**config.mk**
```make
export PLATFORM = sky130hd
export DESIGN_NAME = mem_sequencer
export DESIGN_NICKNAME = d
export VERILOG_FILES = /design/src/rtl/mem_sequencer.sv
export SDC_FILE = /design/constraint.sdc
export NUM_CORES = 1
export LEC_CHECK = 0
export ABC_CLOCK_PERIOD_IN_PS = 3700
export CAP_MARGIN = 20
export CORE_ASPECT_RATIO = 0.8
export CORE_MARGIN = 10
export CORE_UTILIZATION = 36
export DETAILED_ROUTE_END_ITERATION = 8
export PLACE_DENSITY = 0.74
export SYNTH_ARGS = -nofsm -noshare
export SYNTH_HDL_FRONTEND = slang
export SYNTH_SLANG_ARGS = --single-unit
```
**constraint.sdc**
```tcl
create_clock -name clk_in -period 3.7 [get_ports clk_in]
set_input_delay 0.74 -clock clk_in [delete_from_list [all_inputs] [get_ports clk_in]]
set_output_delay 0.74 -clock clk_in [all_outputs]
set_load 0.01 [all_outputs]
```
**src/rtl/mem_sequencer.sv**
```systemverilog
// Load/store sequencer between the core and a word-wide memory port.
// Subword stores use read-modify-write; load results are lane-extracted and extended.
module mem_sequencer (
  input  logic        clk_in,
  input  logic        rst_in,
  input  logic        re_in,
  input  logic        we_in,
  input  logic [1:0]  size_in,
  input  logic        unsigned_in,
  input  logic [31:0] addr_in,
  input  logic [31:0] wdata_in,
  output logic        mem_req_out,
  output logic        mem_we_out,
  output logic [29:0] mem_addr_out,
  output logic [31:0] mem_wdata_out,
  input  logic        mem_ready_in,
  input  logic [31:0] mem_rdata_in,
  output logic        stall_out,
  output logic [31:0] rdata_out,
  output logic        done_out,
  output logic        misalign_out
);

  typedef enum logic [2:0] {IDLE, RD, WR, DONE, ERR} state_t;

  state_t      state_q, state_d;
  logic [31:0] addr_q, addr_d;
  logic [31:0] wword_q, wword_d;
  logic [1:0]  size_q, size_d;
  logic        uns_q, uns_d;
  logic        st_q, st_d;
  logic [31:0] rdata_q, rdata_d;

  logic        req;
  logic        bad;
  logic [7:0]  lane_b;
  logic [15:0] lane_h;
  logic [31:0] load_val;
  logic [31:0] merged;

  assign req = re_in | we_in;
  assign bad = (re_in & we_in)
             | (size_in == 2'b10)
             | ((size_in == 2'b01) & addr_in[0])
             | ((size_in == 2'b11) & (|addr_in[1:0]));

  assign lane_b = mem_rdata_in[{addr_q[1:0], 3'b000} +: 8];
  assign lane_h = mem_rdata_in[{addr_q[1], 4'b0000} +: 16];

  always_comb begin
    load_val = mem_rdata_in;
    merged   = mem_rdata_in;
    unique case (size_q)
      2'b00: begin
        load_val = {{24{~uns_q & lane_b[7]}}, lane_b};
        merged[{addr_q[1:0], 3'b000} +: 8] = wword_q[7:0];
      end
      2'b01: begin
        load_val = {{16{~uns_q & lane_h[15]}}, lane_h};
        merged[{addr_q[1], 4'b0000} +: 16] = wword_q[15:0];
      end
      default: begin
        load_val = mem_rdata_in;
        merged   = wword_q;
      end
    endcase
  end

  always_comb begin
    state_d = state_q;
    addr_d  = addr_q;
    wword_d = wword_q;
    size_d  = size_q;
    uns_d   = uns_q;
    st_d    = st_q;
    rdata_d = rdata_q;
    unique case (state_q)
      IDLE: begin
        if (req) begin
          addr_d  = addr_in;
          wword_d = wdata_in;
          size_d  = size_in;
          uns_d   = unsigned_in;
          st_d    = we_in;
          if (bad)
            state_d = ERR;
          else if (re_in || size_in != 2'b11)
            state_d = RD;
          else
            state_d = WR;
        end
      end
      RD: begin
        if (mem_ready_in) begin
          if (st_q) begin
            wword_d = merged;
            state_d = WR;
          end else begin
            rdata_d = load_val;
            state_d = DONE;
          end
        end
      end
      WR: begin
        if (mem_ready_in)
          state_d = DONE;
      end
      DONE:    state_d = IDLE;
      ERR:     state_d = IDLE;
      default: state_d = IDLE;
    endcase
  end

  always_ff @(posedge clk_in or posedge rst_in) begin
    if (rst_in) begin
      state_q <= IDLE;
      addr_q  <= '0;
      wword_q <= '0;
      size_q  <= '0;
      uns_q   <= 1'b0;
      st_q    <= 1'b0;
      rdata_q <= '0;
    end else begin
      state_q <= state_d;
      addr_q  <= addr_d;
      wword_q <= wword_d;
      size_q  <= size_d;
      uns_q   <= uns_d;
      st_q    <= st_d;
      rdata_q <= rdata_d;
    end
  end

  // stall is combinational so the PC freezes in the same cycle a request appears
  assign mem_req_out   = (state_q == RD) || (state_q == WR);
  assign mem_we_out    = (state_q == WR);
  assign mem_addr_out  = addr_q[31:2];
  assign mem_wdata_out = wword_q;
  assign stall_out     = ((state_q == IDLE) & req & ~rst_in) | mem_req_out;
  assign rdata_out     = rdata_q;
  assign done_out      = (state_q == DONE);
  assign misalign_out  = (state_q == ERR);

endmodule

```
### After elaboration in Yosys (flattened, before gate mapping)

Cells that the tools add are included.

| storage, ports and cells | value |
|---|---|
| bits of input ports | 104 |
| logic and storage cells | 69 |
| flip-flop bits (word level) | 103 |
| output and inout bits | 99 |

| operators by class | value |
|---|---|
| add/subtract/negate cells | 2 |
| multiplexer cells | 15 |
| bitwise operators | 15 |
| equality and inequality tests | 14 |
| shift operators | 6 |
| reduce and logical (&&, ||, !) cells | 10 |

Operator list:

| cell | count |
|---|---|
| one-hot mux 32 bit (2 select lines) | 3 |
| two-way mux 32 bit | 3 |
| bitwise mux 32 bit | 2 |
| variable shift 16 x 7 -> 32 bit, first input constant | 1 |
| variable shift 8 x 7 -> 32 bit, first input constant | 1 |
| indexed part select 16 x 7 -> 32 bit | 1 |
| indexed part select 32 x 6 -> 16 bit | 1 |
| indexed part select 32 x 6 -> 8 bit | 1 |
| indexed part select 8 x 7 -> 32 bit | 1 |
| negator 5 -> 7 bit | 2 |
| two-way mux 3 bit | 4 |
| one-hot mux 3 bit (3 select lines) | 1 |
| inequality test 2 bit, second input constant | 4 |
| AND 1 bit | 7 |
| equality test 3 x 2 -> 1 bit, second input constant | 2 |
| AND reduction 3 bit | 2 |
| bitwise OR 1 bit | 5 |
| AND reduction 5 bit | 1 |
| equality test 2 x 1 -> 1 bit, second input constant | 2 |
| equality test 2 bit, second input constant | 2 |
| equality test 3 x 1 -> 1 bit, second input constant | 1 |
| equality test 3 bit, second input constant | 1 |
| zero test 3 bit | 1 |
| inequality test 3 x 1 -> 1 bit, second input constant | 1 |
| 9 further kinds | 12 |

### Logic depth before layout (Yosys ltp)

Gate-level depths: netlist of run 1.

| logic depth | value |
|---|---|
| depth in word-level cells | 7 |
| gate-level depth with buffers | 9 |
| mapped depth without buffers | 6 |

### Worst setup path after synthesis of run 1

No wires, ideal clock.

| timing path | value |
|---|---|
| path kind | input port to output port |
| start | input rst_in |
| end | output stall_out |
| stages | 2 |
| buffers on the path | 0 |
| path slack | -216 ps |
| data arrival time | 3176 ps |
| required time | 2960 ps |
| path through | inv_1 > a21o_1 |

| between the ends | value |
|---|---|
| word-level cells in the longest chain between the ends | 3 |

Ends and longest elaborated chain:

| item | RTL line | RTL |
|---|---|---|
| start, declared | 5 | `input logic rst_in,` |
| NOT 1 bit | 139 | `assign stall_out = ((state_q == IDLE) & req & ~rst_in) \| mem_req_out;` |
| AND 1 bit | 139 |  |
| bitwise OR 1 bit | 139 |  |
| end, declared | 18 | `output logic stall_out,` |

Every way passes these cells.

### Worst setup path in the final report of run 1

| timing path | value |
|---|---|
| start | register state_q[1] |
| end | output stall_out |

| between the ends | value |
|---|---|
| word-level cells in the longest chain between the ends | 4 |
| elaborated cells between the ends (all ways) | 7 |
| classes of those cells | eq/ne (2); bitwise (3); reduce/logical (2) |

Ends and longest elaborated chain:

| item | RTL line | RTL |
|---|---|---|
| start, declared | 26 | `state_t state_q, state_d;` |
| start signal, assigned | 124 | `state_q <= state_d;` |
| zero test 3 bit | 139 |  |
| AND 1 bit (2 in a row) | 139 |  |
| bitwise OR 1 bit (*) | 139 |  |

Every way passes the cells marked *; elsewhere a longest branch is shown, timed or not.

==> flow_results.org, run 1 <==
** Clock network
- In this run, post-CTS hold repair placed 0 buffers.
- Clock-pin transition on the worst setup and hold timing paths :: 0.07 ns
- The tree is rooted in a sky130_fd_sc_hd__clkbuf_16.
- TritonCTS built the clock tree.
- Buffer count from post-CTS setup fixing :: 0
- The clock passes through at most 2 buffers.
- Number of clock sinks seen by CTS :: 103
- In this run the number of H-tree levels came out at 3.
- Clock insertion delay at the later pin of the skew report :: 0.36 ns
- Gates resized during post-CTS repair numbered 0.
- CTS Buf Count :: 9

** Global routing
- Overall global routing resource usage :: 0.1860
- The first global-routing pass estimated 30830 um of wire.
- Summed over all layers, the global routing overflow is 0.
- Vias in the first global route :: 4998
- Entering global routing, the biggest net connects 62 pins.
- The number of antenna violations at the first check in global routing is 0.

** Layout
- Core Util, Final :: 0.5200
- At the end of the flow, the number of nets in the layout was 812.
- Diodes inserted :: 0
- Post-Layout Cell Count :: 918
- The area growth from synthesis to layout is 40.42%.
- In the final layout, the share of cells above drive strength 1 is 0.1201.

** Yosys
- Cell taking the most area after synthesis :: sky130_fd_sc_hd__dfrtp_1
- Net count after synthesis :: 652
- Post-synthesis share of cell area spent on and, or, nand and nor gates :: 0.1036
- Of the post-synthesis cell area, the dominant cell type holds 0.4590.
- Sequential element share of the synthesized area :: 0.4590
- Cell with the most instances after synthesis :: sky130_fd_sc_hd__dfrtp_1
- Synthesized area divided by synthesized cell count :: 10.34 um2
- Cell area after synthesis :: 0.005615 mm2
- Synthesis-stage register bit count :: 103
- Of the post-synthesis cell area, the part taken by muxes is 0.1248.
- Of the total synthesized cell area, the portion taken by full adders, half adders and majority gates is 0.01114.
- Among all flip-flop cells after synthesis, the most frequent one is sky130_fd_sc_hd__dfrtp_1.
- Of the total synthesized cell area, the portion taken by XOR and XNOR cells is 0.
- Ranked by total cell area, the synthesized netlist is headed by sky130_fd_sc_hd__dfrtp_1 46%, sky130_fd_sc_hd__mux2_2 9.2%, sky130_fd_sc_hd__a21oi_1 4.9%.
- The commonest cells after synthesis are 103 x sky130_fd_sc_hd__dfrtp_1, 55 x sky130_fd_sc_hd__a21oi_1, 46 x sky130_fd_sc_hd__mux2_2, 46 x sky130_fd_sc_hd__nand2_1, 44 x sky130_fd_sc_hd__nor2_1.
- Async S/R FF share, synth :: 1.000
- The Yosys step of the flow raised 0 warnings.
- Number of unique standard cell types used by synthesis :: 46
- Number of standard cells after synthesis :: 543
- The compound-cell area share of the yosys netlist came to 0.2219.
- Combinational family with the most area after synthesis :: compound AO/OA/AOI/OAI gates
- Counting flops with a built-in enable in the synthesized netlist gives 0.

** Power and ir drop
- For this design the static power due to leakage is 3.288 nW.
- Power spread over the standard cell area amounts to 896.9 mW/mm2.
- Worst IR Drop VDD :: 355.5 uV

** Setup path
- CP Class :: reg2out
- Along the worst path, the maximum fanout reaches 11.
- In this run the worst setup path begins at state_q[1].
- Critical register-to-register path startpoint :: addr_q[0]
- STA puts the critical path data arrival time at 2.39 ns.
- STA classifies the critical path startpoint as a register.
- Data on the critical path is required at its endpoint by 2.96 ns.
- The number of cells on the worst reg-to-reg path is 6.
- STA classifies the critical path endpoint as an output port.

** Timing
- Post-route minimum period :: 3.126 ns
- After layout, the worst setup slack is 0.5744 ns.
- Fin Setup TNS :: 0 ns
- Setup repair after global routing left no endpoint under its margin.
- Worst slew slack as a fraction of its limit :: 0.4647
- Across all hold checks on the routed design, the worst slack comes to 0.4789 ns.
- Hold violation total from the final report :: 0
- Dividing the final minimum period by the clock period gives 0.8448.
- On the final layout, the worst clock skew is 0.009966 ns.
- Final Slew Violations :: 0
- Final setup viols :: 0
- Transition at the pin with the smallest max-transition slack :: 0.8029 ns
- For this run, the top clock speed supported by timing is 0.3199 GHz.

** Die
- Floorplan die width :: 159.6 um
- Placeable Area :: 0.01516 mm2
- Die outline area :: 0.02102 mm2
- Starting density of the core :: 0.3703
- Number of primary I/O pins :: 203
- Floorplan row count :: 40
- In this run the vertical extent of the chip is 131.7 um.

** Status
- Status :: finished, final reports clean

** Worst hold path
- Along the worst hold path, the cell count comes to 1.
- Origin of the worst min-delay path :: rdata_out[12]
- Classification of the worst-slack hold path :: reg2reg

** Drt
- Detailed route wirelength on metal2 :: 9019 um
- In the detailed route, the total length drawn on met3 is 1766 um.
- Antenna Nets Post-Route :: 0
- Total wire length :: 20270 um
- After detailed routing, the average wire length per cell comes to 22.08 um.
- Number of design-rule violations left by the first detailed-router iteration :: 452
- Routed signal wires occupy layers up through met4.
- In the routed design, unresolved DRC markers number 0.
- The pre-antenna-repair detailed-routing pass consisted of 5 iterations.
- The routed layout has 4992 vias.
- Dividing the detail-routed via count by the number of cells gives 5.438.
- The detailed router put a total of 9203 um of wire on met1.

** Placement
- The count of buffers added on input and output ports is 202.
- Detailed placement ended at an HPWL of 15560 um.
- Placed cell count :: 902
- RD Place Congestion :: 0.8942
- Timing analysis after detailed placement gives a worst setup slack of 0.5991 ns.

** Job
- The tool flagged a number of max-cap violations equal to 0.
## kinds of logic (layout without fill, tap and decap cells)
kind of cell    count (synthesis)  count (layout)
compound gates                174             174
simple gates                  121             121
flops                         103             103
buf+inv                        77             242
mux                            63              63
fa+ha+maj                       5               5
## final cells by class
class	instances	area (um2)
flip-flops and latches	103	2577
repair buffers	214	2112
fillers	1369	7279
well taps	210	262.8
clock buffers	10	239.0
multi-input cells	363	2595
inverters	12	48.80
clock inverters	6	50.05
## flip-flops by register name (all words and copies together), names as in the netlist
name           cells
rdata_out         32
addr_q            32
uns_q              1
mem_wdata_out     32
st_q               1
state_q            3
size_q             2
## path summary, 6_finish.rpt
| kind | slack, ns | to |
|---|---|---|
| setup / recovery | 0.57 | stall_out |
| min in group asynchronous | 0.93 | addr_q[21] |
| max in group asynchronous | 1.53 | addr_q[14] |
| setup reg to reg | 1.06 | mem_wdata_out[23] |
| hold reg to reg | 0.48 | rdata_out[12] |
| hold / removal | 0.48 | rdata_out[12] |
## critical path, stage by stage (launching register included)
cell and delay (ns):
sky130_fd_sc_hd__dfrtp_1 0.50, sky130_fd_sc_hd__nor3_1 0.47, sky130_fd_sc_hd__o21a_1 0.35, sky130_fd_sc_hd__a21o_1 0.17, sky130_fd_sc_hd__clkdlybuf4s50_1 0.53
## where the power goes
group	total [mW]	internal, mW	switching (mW)
Clock	0.945	0.486	0.459
Sequential	2.17	1.70	0.469
Combinational	3.95	2.04	1.92
## metal layers
| layer | up-vias | global-route usage |
|---|---|---|
| met3 | 24 | 0.05493 |
| met5 | - | 0 |
| met2 | 243 | 0.2783 |
| li1 | 2282 | - |
| met1 | 2443 | 0.2564 |
| met4 | 0 | 0.04573 |
## cells in the final DEF (no fill, tap or decap), types with 3 or more instances in the layout
master / count
sky130_fd_sc_hd__and3_1: 4
sky130_fd_sc_hd__buf_4: 12
sky130_fd_sc_hd__a221oi_1: 28
sky130_fd_sc_hd__a21oi_1: 55
sky130_fd_sc_hd__mux2i_1: 16
sky130_fd_sc_hd__nor3b_1: 3
sky130_fd_sc_hd__clkbuf_16: 9
sky130_fd_sc_hd__o21bai_1: 4
sky130_fd_sc_hd__a221o_1: 8
sky130_fd_sc_hd__a211o_1: 11
sky130_fd_sc_hd__inv_6: 3
sky130_fd_sc_hd__nor2b_1: 4
sky130_fd_sc_hd__o211ai_1: 3
sky130_fd_sc_hd__nand2_1: 46
sky130_fd_sc_hd__a22o_1: 22
sky130_fd_sc_hd__nand2b_1: 7
sky130_fd_sc_hd__inv_1: 10
sky130_fd_sc_hd__o21ai_0: 18
sky130_fd_sc_hd__a21o_1: 12
sky130_fd_sc_hd__clkdlybuf4s50_1: 202
sky130_fd_sc_hd__dfrtp_1: 103
sky130_fd_sc_hd__mux2_2: 46
sky130_fd_sc_hd__nor2_1: 44
sky130_fd_sc_hd__ha_1: 5
## metrics by stage
step	total power, mW	cell area (um2)
2_1_floorplan	4.537	5619
3_3_place_gp	6.021	7596
3_5_place_dp	6.135	7596
4_1_cts	7.110	7885
5_1_grt	7.534	7885
6_report	7.072	7885
(Power assumes the default switching activity.)
==> inputs of run 2 (changes only) <==
--- a/config.mk
+++ b/config.mk
@@ -5,13 +5,13 @@
 export SDC_FILE = /design/constraint.sdc
 export NUM_CORES = 1
 export LEC_CHECK = 0
-export ABC_CLOCK_PERIOD_IN_PS = 3700
+export ABC_CLOCK_PERIOD_IN_PS = 3100
 export CAP_MARGIN = 20
 export CORE_ASPECT_RATIO = 0.8
 export CORE_MARGIN = 10
 export CORE_UTILIZATION = 36
 export DETAILED_ROUTE_END_ITERATION = 8
-export PLACE_DENSITY = 0.74
+export PLACE_DENSITY = 0.72
 export SYNTH_ARGS = -nofsm -noshare
 export SYNTH_HDL_FRONTEND = slang
 export SYNTH_SLANG_ARGS = --single-unit
==> constraint.sdc (replaced) <==
create_clock -name clk_in -period 3.1 [get_ports clk_in]
set_input_delay 0.62 -clock clk_in [delete_from_list [all_inputs] [get_ports clk_in]]
set_output_delay 0.62 -clock clk_in [all_outputs]
set_load 0.01 [all_outputs]
==> run 2 against run 1 <==
Setup slack worse by 0.33 ns. Largest power group unchanged. Critical endpoint unchanged. Worst hold slack better by 0.0055 ns. Sequential power up 21%.
==> flow_results.org, run 2 (synthesized netlist as in run 1, its figures left out) <==
** Clock network
- Clock-pin transition on the worst setup and hold timing paths :: 0.07 ns (about the same)
- The number of levels the H-tree was split into came to 3 (unchanged).
- Root buf cell :: sky130_fd_sc_hd__clkbuf_16
- Clock tree from TritonCTS :: yes
- The cts-stage hold buffer count came to 0 (unchanged).
- The number of gates resized after CTS came to 0 (unchanged).
- The maximum root-to-sink buffer count came to 2 (unchanged).
- CTS Buf Count :: 9 (unchanged)
- The source-to-sink clock delay at the later pin of the worst-skew pair is 0.36 ns (about the same).
- The number of clock sinks was 103 (unchanged).
- Buffer count from post-CTS setup fixing :: 0 (unchanged)

** Setup path
- Delay of the slowest cell on the worst path :: 0.54 ns (about the same)
- Cell-by-cell trace of the critical path :: nor3_1 > o21a_1 > a21o_1 > clkdlybuf4s50_1
- Kind of capture point of the worst setup path :: output port
- The required time of the worst setup path came to 2.48 ns (-0.48 ns).
- The worst register-to-register path begins at addr_q[0].
- The slowest stage of the critical path belongs to the cell sky130_fd_sc_hd__clkdlybuf4s50_1.
- Data arrival at the endpoint of the critical path :: 2.24 ns (-0.15 ns)
- The worst setup path is launched from a register.
- The critical path is of the reg2out type.
- The critical path starts at state_q[1].
- The maximum net fanout on the critical path came to 11 (unchanged).

** Timing
- Final setup viols :: 0 (unchanged)
- The count of pins over their slew limit is 0 (unchanged).
- Fin Hold WS :: 0.4845 ns (+0.005542 ns)
- The hold violation total from the final report was 0 (unchanged).
- Worst Clk Skew :: 0.009838 ns (-0.0001289 ns)
- Unrepaired setup endpoints after global routing :: false
- The smallest clock period supported by the final layout is computed as 2.858 ns.
- Final worst path period share :: 0.9219
- Worst slew slack as a fraction of its limit :: 0.3621 (-0.1027)
- The slew at the pin closest to its max-slew limit is 0.9569 ns (+0.1540 ns).
- Timing would allow up to 0.3499 GHz.

** Layout
- Leaving out fill and tap cells, the most frequent cell in the layout is sky130_fd_sc_hd__clkdlybuf4s50_1.
- The number of fill cells came to 1343 (-1.9%).
- Final-stage net count :: 816 (+0.49%)
- Share of cells above drive strength 1 :: 0.1236 (+0.003539)
- The multi-input logic area was 0.002595 mm2 (unchanged).
- Diodes inserted :: 0 (unchanged)
- From synthesis to final layout, the design area changed by 41.24%.
- In the layout the commonest cells are 202 x sky130_fd_sc_hd__clkdlybuf4s50_1, 103 x sky130_fd_sc_hd__dfrtp_1, 55 x sky130_fd_sc_hd__a21oi_1.
- Final std cell area, no fill :: 0.007931 mm2 (+0.59%)
- The final design utilization is 0.5230 (+0.003053).
- Reg area :: 0.002577 mm2 (unchanged)

** Die
- The die height was 131.7 um (unchanged).
- Floorplan row count :: 40 (unchanged)
- The starting density of the core is 0.3703 (unchanged).
- Floorplan die width :: 159.6 um (unchanged)
- The area of the core region is 0.01516 mm2 (unchanged).
- Die outline area :: 0.02102 mm2 (unchanged)
- The count of boundary I/O pins is 203 (unchanged).

** Power and ir drop
- The maximum vdd ir drop is 500.3 uV (+41%).
- Sequential fraction of design power :: 0.308 (about the same)
- The cell-internal power came to 5.136 mW (+21%).
- Clock power frac :: 0.137 (+0.003)
- The net switching power figure was 3.377 mW (+19%).
- Pwr dens :: 1073 mW/mm2 (+20%)
- The proportion of total power due to net switching came to 0.3967 (-0.005523).
- Part of the power in combinational logic :: 0.555 (-0.004)
- The static leakage is 3.316 nW (+0.83%).

** Global routing
- The number of global-route vias before repair is 5263 (+5.3%).
- The wire length of the first global-routing pass came to 31530 um (+2.3%).
- The number of antenna violations at the first check in global routing is 1 (+1).
- The pin count of the biggest net entering global routing is 63 (+1.6%).
- The combined global-route utilization of all metal layers was 0.1874 (+0.001376).
- Overflow after GRT :: 0 (unchanged)

** Worst hold path
- The worst hold path begins at mem_wdata_out[17].
- Classification of the worst-slack hold path :: reg2reg

** Placement
- The placed cell area was 0.007626 mm2 (+0.40%).
- Number of port buffers :: 202 (unchanged)
- RD Place Congestion :: 0.8819 (-1.4%)
- Detailed placement HPWL :: 15710 um (+0.96%)

** Drt
- The detailed-route wire length per cell is 21.90 um (-0.84%).
- Total wire length :: 20190 um (-0.40%)
- Antenna Nets Post-Route :: 0 (unchanged)
- Number of design-rule violations left by the first detailed-router iteration :: 462 (+2.2%)
- Pre-antenna DRT Iters :: 5 (unchanged)
- The post-detailed-route DRC marker count is 0 (unchanged).
- The post-detailed-route via-to-cell ratio was 5.464 (+0.48%).
- DR vias :: 5038 (+0.92%)

** Status
- Status :: finished, final reports clean

** Job
- The max-cap check violation count came to 0 (unchanged).
## run 2: final timing paths
check	end	slack, ns	depth (start not counted)
worst max-delay path	stall_out	0.24	4
worst min-delay path	mem_wdata_out[17]	0.48	2
worst max register to register	mem_wdata_out[16]	0.68	6
worst min register to register	mem_wdata_out[17]	0.48	2
max in group asynchronous	mem_wdata_out[19]	1.04	4
min in group asynchronous	addr_q[20]	0.84	3
## run 2: cell type report
class / instances / share of cell area
Timing Repair Buffer: 218 / 0.2701
Clock inverter: 6 / 0.009623
Multi-Input combinational cell: 363 / 0.3272
Tap cell: 210 / 0.03313
Clock buffer: 10 / 0.02887
Inverter: 12 / 0.006152
Sequential cell: 103 / 0.3250
## run 2: stage by stage
stage / TNS, ns / worst slack, ns / std cells / power [mW]
after floorplan: -0.006481 / -0.006481 / 543 / 5.415
after global placement: 0 / 0.4355 / 906 / 7.204
after detailed placement: 0 / 0.3813 / 906 / 7.349
after CTS: 0 / 0.2324 / 922 / 8.569
after global routing: 0 / 0.1202 / 922 / 9.100
final: 0 / 0.2422 / 922 / 8.513
## run 2: per-layer routing
| layer | vias up | track usage | share of wire |
|---|---|---|---|
| li1 | 2283 | - | - |
| met1 | 2472 | 0.2466 | 0.43 |
| met2 | 259 | 0.2820 | 0.45 |
| met3 | 24 | 0.06960 | 0.10 |
| met4 | 0 | 0.05036 | 0.018 |
| met5 | - | 0 | 0 |
## run 2: worst max-delay path, delay by kind of cell (launching register included)
kind,cells,cell delay [ns]
flops,1,0.52
buf+inv,1,0.54
compound gates,2,0.37
simple gates,1,0.47
## run 2: power by group through the flow
| stage | combinational (mW) | clock [mW] | sequential (mW) |
|---|---|---|---|
| final | 4.72 | 1.17 | 2.62 |
| after global routing | 5.12 | 1.27 | 2.71 |
| after CTS | 4.75 | 1.21 | 2.61 |
| after detailed placement | 4.72 | 0 | 2.63 |
| after global placement | 4.61 | 0 | 2.59 |
| after floorplan | 2.80 | 0 | 2.62 |
==> inputs of run 3 (changes only) <==
--- a/config.mk
+++ b/config.mk
@@ -12,6 +12,7 @@
 export CORE_UTILIZATION = 36
 export DETAILED_ROUTE_END_ITERATION = 8
 export PLACE_DENSITY = 0.72
+export REMOVE_ABC_BUFFERS = 1
 export SYNTH_ARGS = -nofsm -noshare
 export SYNTH_HDL_FRONTEND = slang
 export SYNTH_SLANG_ARGS = --single-unit
==> run 3 against run 2 <==
Power is 1.1% higher. Die area stayed put. Combinational power increased by 2%. Non-clock buffer count grew 2. Sequential power about the same. Cell area up 0.33%. Worst hold slack got worse by 0.00090 ns. Count of clock-buffer cells in the layout is 3 higher. Clock skew down 0.00092 ns. Cell count increased by 0.11%. Global-route usage barely moved. Critical path depth stayed put. Critical endpoint unchanged.
==> flow_results.org, run 3 (synthesized netlist as in run 1, its figures left out) <==
** Layout
- The final design utilization is 0.5248 (+0.001732).
- Most frequent standard cell in the layout excluding fill and tap cells :: sky130_fd_sc_hd__clkdlybuf4s50_1
- The number of fill cells is 1358 (+1.1%).
- The layout cell share with drive strength beyond 1 came to 0.1262 (+0.002632).
- Final std cell area, no fill :: 0.007958 mm2 (+0.33%)
- Area growth syn-to-layout :: 41.71%
- The number of nets in the finished design is 818 (+0.25%).
- Most used cells in the layout excluding fill and tap cells :: 202 x sky130_fd_sc_hd__clkdlybuf4s50_1, 103 x sky130_fd_sc_hd__dfrtp_1, 55 x sky130_fd_sc_hd__a21oi_1
- The number of antenna repair diodes was 0 (unchanged).

** Setup path
- The delay of the slowest cell on the worst path was 0.54 ns (about the same).
- The endpoint identified for the worst register-to-register timing path is mem_wdata_out[19].
- The worst reg-to-reg setup slack is 0.54 ns (-0.14 ns).
- Worst setup path start :: state_q[1]
- The data arrival time of the critical path is 2.21 ns (-0.03 ns).
- Cells on worst reg2reg path :: 5 (-1)
- The worst setup path is of the reg2out kind.
- The required time of the worst setup path was 2.48 ns (about the same).
- Cell-by-cell trace of the critical path :: nor3_1 > o21a_1 > a21o_1 > clkdlybuf4s50_1
- STA classifies the critical path endpoint as an output port.
- The startpoint identified for the worst register-to-register timing path is addr_q[1].
- The maximum net fanout on the critical path is 11 (unchanged).
- Critical path launch point type :: register
- End point of the critical path :: stall_out
- Library cell contributing the largest single delay on the critical path :: sky130_fd_sc_hd__clkdlybuf4s50_1

** Global routing
- The pin count of the biggest net entering global routing is 59 (-6.3%).
- Overall global routing resource usage :: 0.1870 (-0.0003498)
- Initial antenna violation count :: 0 (-1)
- Vias in the first global route :: 5144 (-2.3%)
- Overflow after GRT :: 0 (unchanged)
- The wire length of the first global-routing pass was 31170 um (-1.2%).

** Die
- Floorplan row count :: 40 (unchanged)
- Number of primary I/O pins :: 203 (unchanged)
- Placeable Area :: 0.01516 mm2 (unchanged)
- The starting density of the core is 0.3703 (unchanged).
- Height of the chip :: 131.7 um (unchanged)
- Floorplan die width :: 159.6 um (unchanged)
- Die outline area :: 0.02102 mm2 (unchanged)

** Drt
- The post-detailed-route via-to-cell ratio came to 5.388 (-1.4%).
- DRC violations left :: 0 (unchanged)
- Number of design-rule violations left by the first detailed-router iteration :: 568 (+23%)
- Total wire length :: 20230 um (+0.21%)
- The final antenna-violating net count was 0 (unchanged).
- Average wire per standard cell :: 21.92 um (+0.10%)
- DR vias :: 4973 (-1.3%)
- Pre-antenna DRT Iters :: 5 (unchanged)

** Clock network
- Bufs on Longest Clock Path :: 2 (unchanged)
- The number of clock sinks is 103 (unchanged).
- Deepest level of the CTS H-tree :: 3 (unchanged)
- Clock-pin transition on the worst setup and hold timing paths :: 0.07 ns (about the same)
- The count of buffers added by post-CTS timing repair for setup was 0 (unchanged).
- The cts-stage hold buffer count came to 0 (unchanged).
- The number of gates resized after CTS was 0 (unchanged).
- TritonCTS built the clock tree.
- Root buf cell :: sky130_fd_sc_hd__clkbuf_16
- Clock insertion delay at the later pin of the skew report :: 0.36 ns (about the same)
- The TritonCTS buffer count is 9 (unchanged).

** Timing
- The setup clock skew after layout is 0.008923 ns (-0.0009151 ns).
- Unrepaired setup endpoints after global routing :: false
- Maximum achievable frequency :: 0.3539 GHz (+1.1%)
- The count of pins over their slew limit is 0 (unchanged).
- The hold violation total from the final report is 0 (unchanged).
- The relative slew slack was 0.4843 (+0.1222).
- The total setup violations reported at the end of the flow was 0 (unchanged).
- The shortest clock period the worst path allows after layout was 2.825 ns (-0.03235 ns).
- The final cycle utilization of the critical path was 0.9115 (-0.01043).
- Transition at the pin with the smallest max-transition slack :: 0.7736 ns (-0.1833 ns)

** Power and ir drop
- The power density normalized to cell area came to 1081 mW/mm2 (+0.76%).
- Sequential fraction of design power :: 0.301 (-0.007)
- The portion of total power attributed to combinational logic came to 0.559 (+0.004).
- Switching component of the power :: 3.384 mW (+0.22%)
- The proportion of total power due to net switching is 0.3932 (-0.003447).
- The power after layout was 8.606 mW (+1.1%).
- Cell internal pwr :: 5.222 mW (+1.7%)
- Leakage power :: 3.335 nW (+0.57%)
- Clock power frac :: 0.140 (+0.003)
- Worst IR Drop VDD :: 419.2 uV (-16%)

** Placement
- Instance area at placement :: 0.007640 mm2 (+0.18%)
- The half-perimeter wire length of the detailed placement result is 15730 um (+0.14%).
- RD Place Congestion :: 0.8922 (+1.2%)
- The number of port buffers was 202 (unchanged).

** Status
- The flow ran to the end, and the final reports show no timing, DRC or antenna violations.

** Job
- The max-cap check violation count is 0 (unchanged).

** Worst hold path
- Classification of the worst-slack hold path :: reg2reg
[run 3: changes by cell type in the layout (fill, tap and decap cells not counted)]
| cell | change |
|---|---|
| sky130_fd_sc_hd__clkbuf_8 | +4 |
| sky130_fd_sc_hd__buf_4 | +2 |
| sky130_fd_sc_hd__clkinv_4 | -2 |
| sky130_fd_sc_hd__inv_6 | -2 |
| sky130_fd_sc_hd__clkbuf_1 | -1 |
| sky130_fd_sc_hd__inv_4 | +1 |
| sky130_fd_sc_hd__inv_8 | -1 |
[run 3: metal layers]
metal  global-route usage  routed length (um)
met5                    0                   0
met2               0.3111                9970
met4              0.04317                 245
met3              0.05587                1639
met1               0.2327                8375
[run 3: area by class of cell]
type,count,area (um2),area share
clock buffers,13,280.3,0.03522
clock inverters,2,37.54,0.004717
inverters,12,47.55,0.005975
multi-input cells,363,2595,0.3261
flip-flops and latches,103,2577,0.3239
well taps,210,262.8,0.03302
repair buffers,220,2157,0.2711
[run 3: stage by stage]
stage                     hold slack, ns  setup WS, ns  instances  TNS (ns)
after global routing              0.5158        0.1689        923         0
after floorplan                   0.5162       -0.5756        478    -25.62
after detailed placement          0.4686        0.4209        908         0
after CTS                         0.4882        0.2587        923         0
after global placement            0.4643        0.4308        908         0
final                             0.4836        0.2745        923         0
[run 3: worst min-delay path by stage]
stage / startpoint / endpoint / slack, ns / cells after the start
finish: rdata_out[14] / rdata_out[14] / 0.48 / 1
global route: rdata_out[8] / rdata_out[8] / 0.52 / 1
CTS: rdata_out[15] / rdata_out[15] / 0.49 / 1
detailed placement: rdata_out[15] / rdata_out[15] / 0.47 / 1
global placement: rdata_out[15] / rdata_out[15] / 0.46 / 1
floorplan: mem_wdata_out[17] / mem_wdata_out[17] / 0.52 / 2
[run 3: worst max-delay path: cells and delay by family (launching register included)]
kind / cells / cell delay, ns
buf+inv: 1 / 0.54
simple gates: 1 / 0.47
compound gates: 2 / 0.32
flops: 1 / 0.51
[run 3: power groups by stage]
stage / clock [mW] / combinational, mW / sequential, mW
global placement: 0 / 4.71 / 2.56
floorplan: 0 / 2.12 / 2.88
CTS: 1.23 / 4.85 / 2.59
finish: 1.20 / 4.81 / 2.59
detailed placement: 0 / 4.83 / 2.60
global route: 1.28 / 5.20 / 2.69
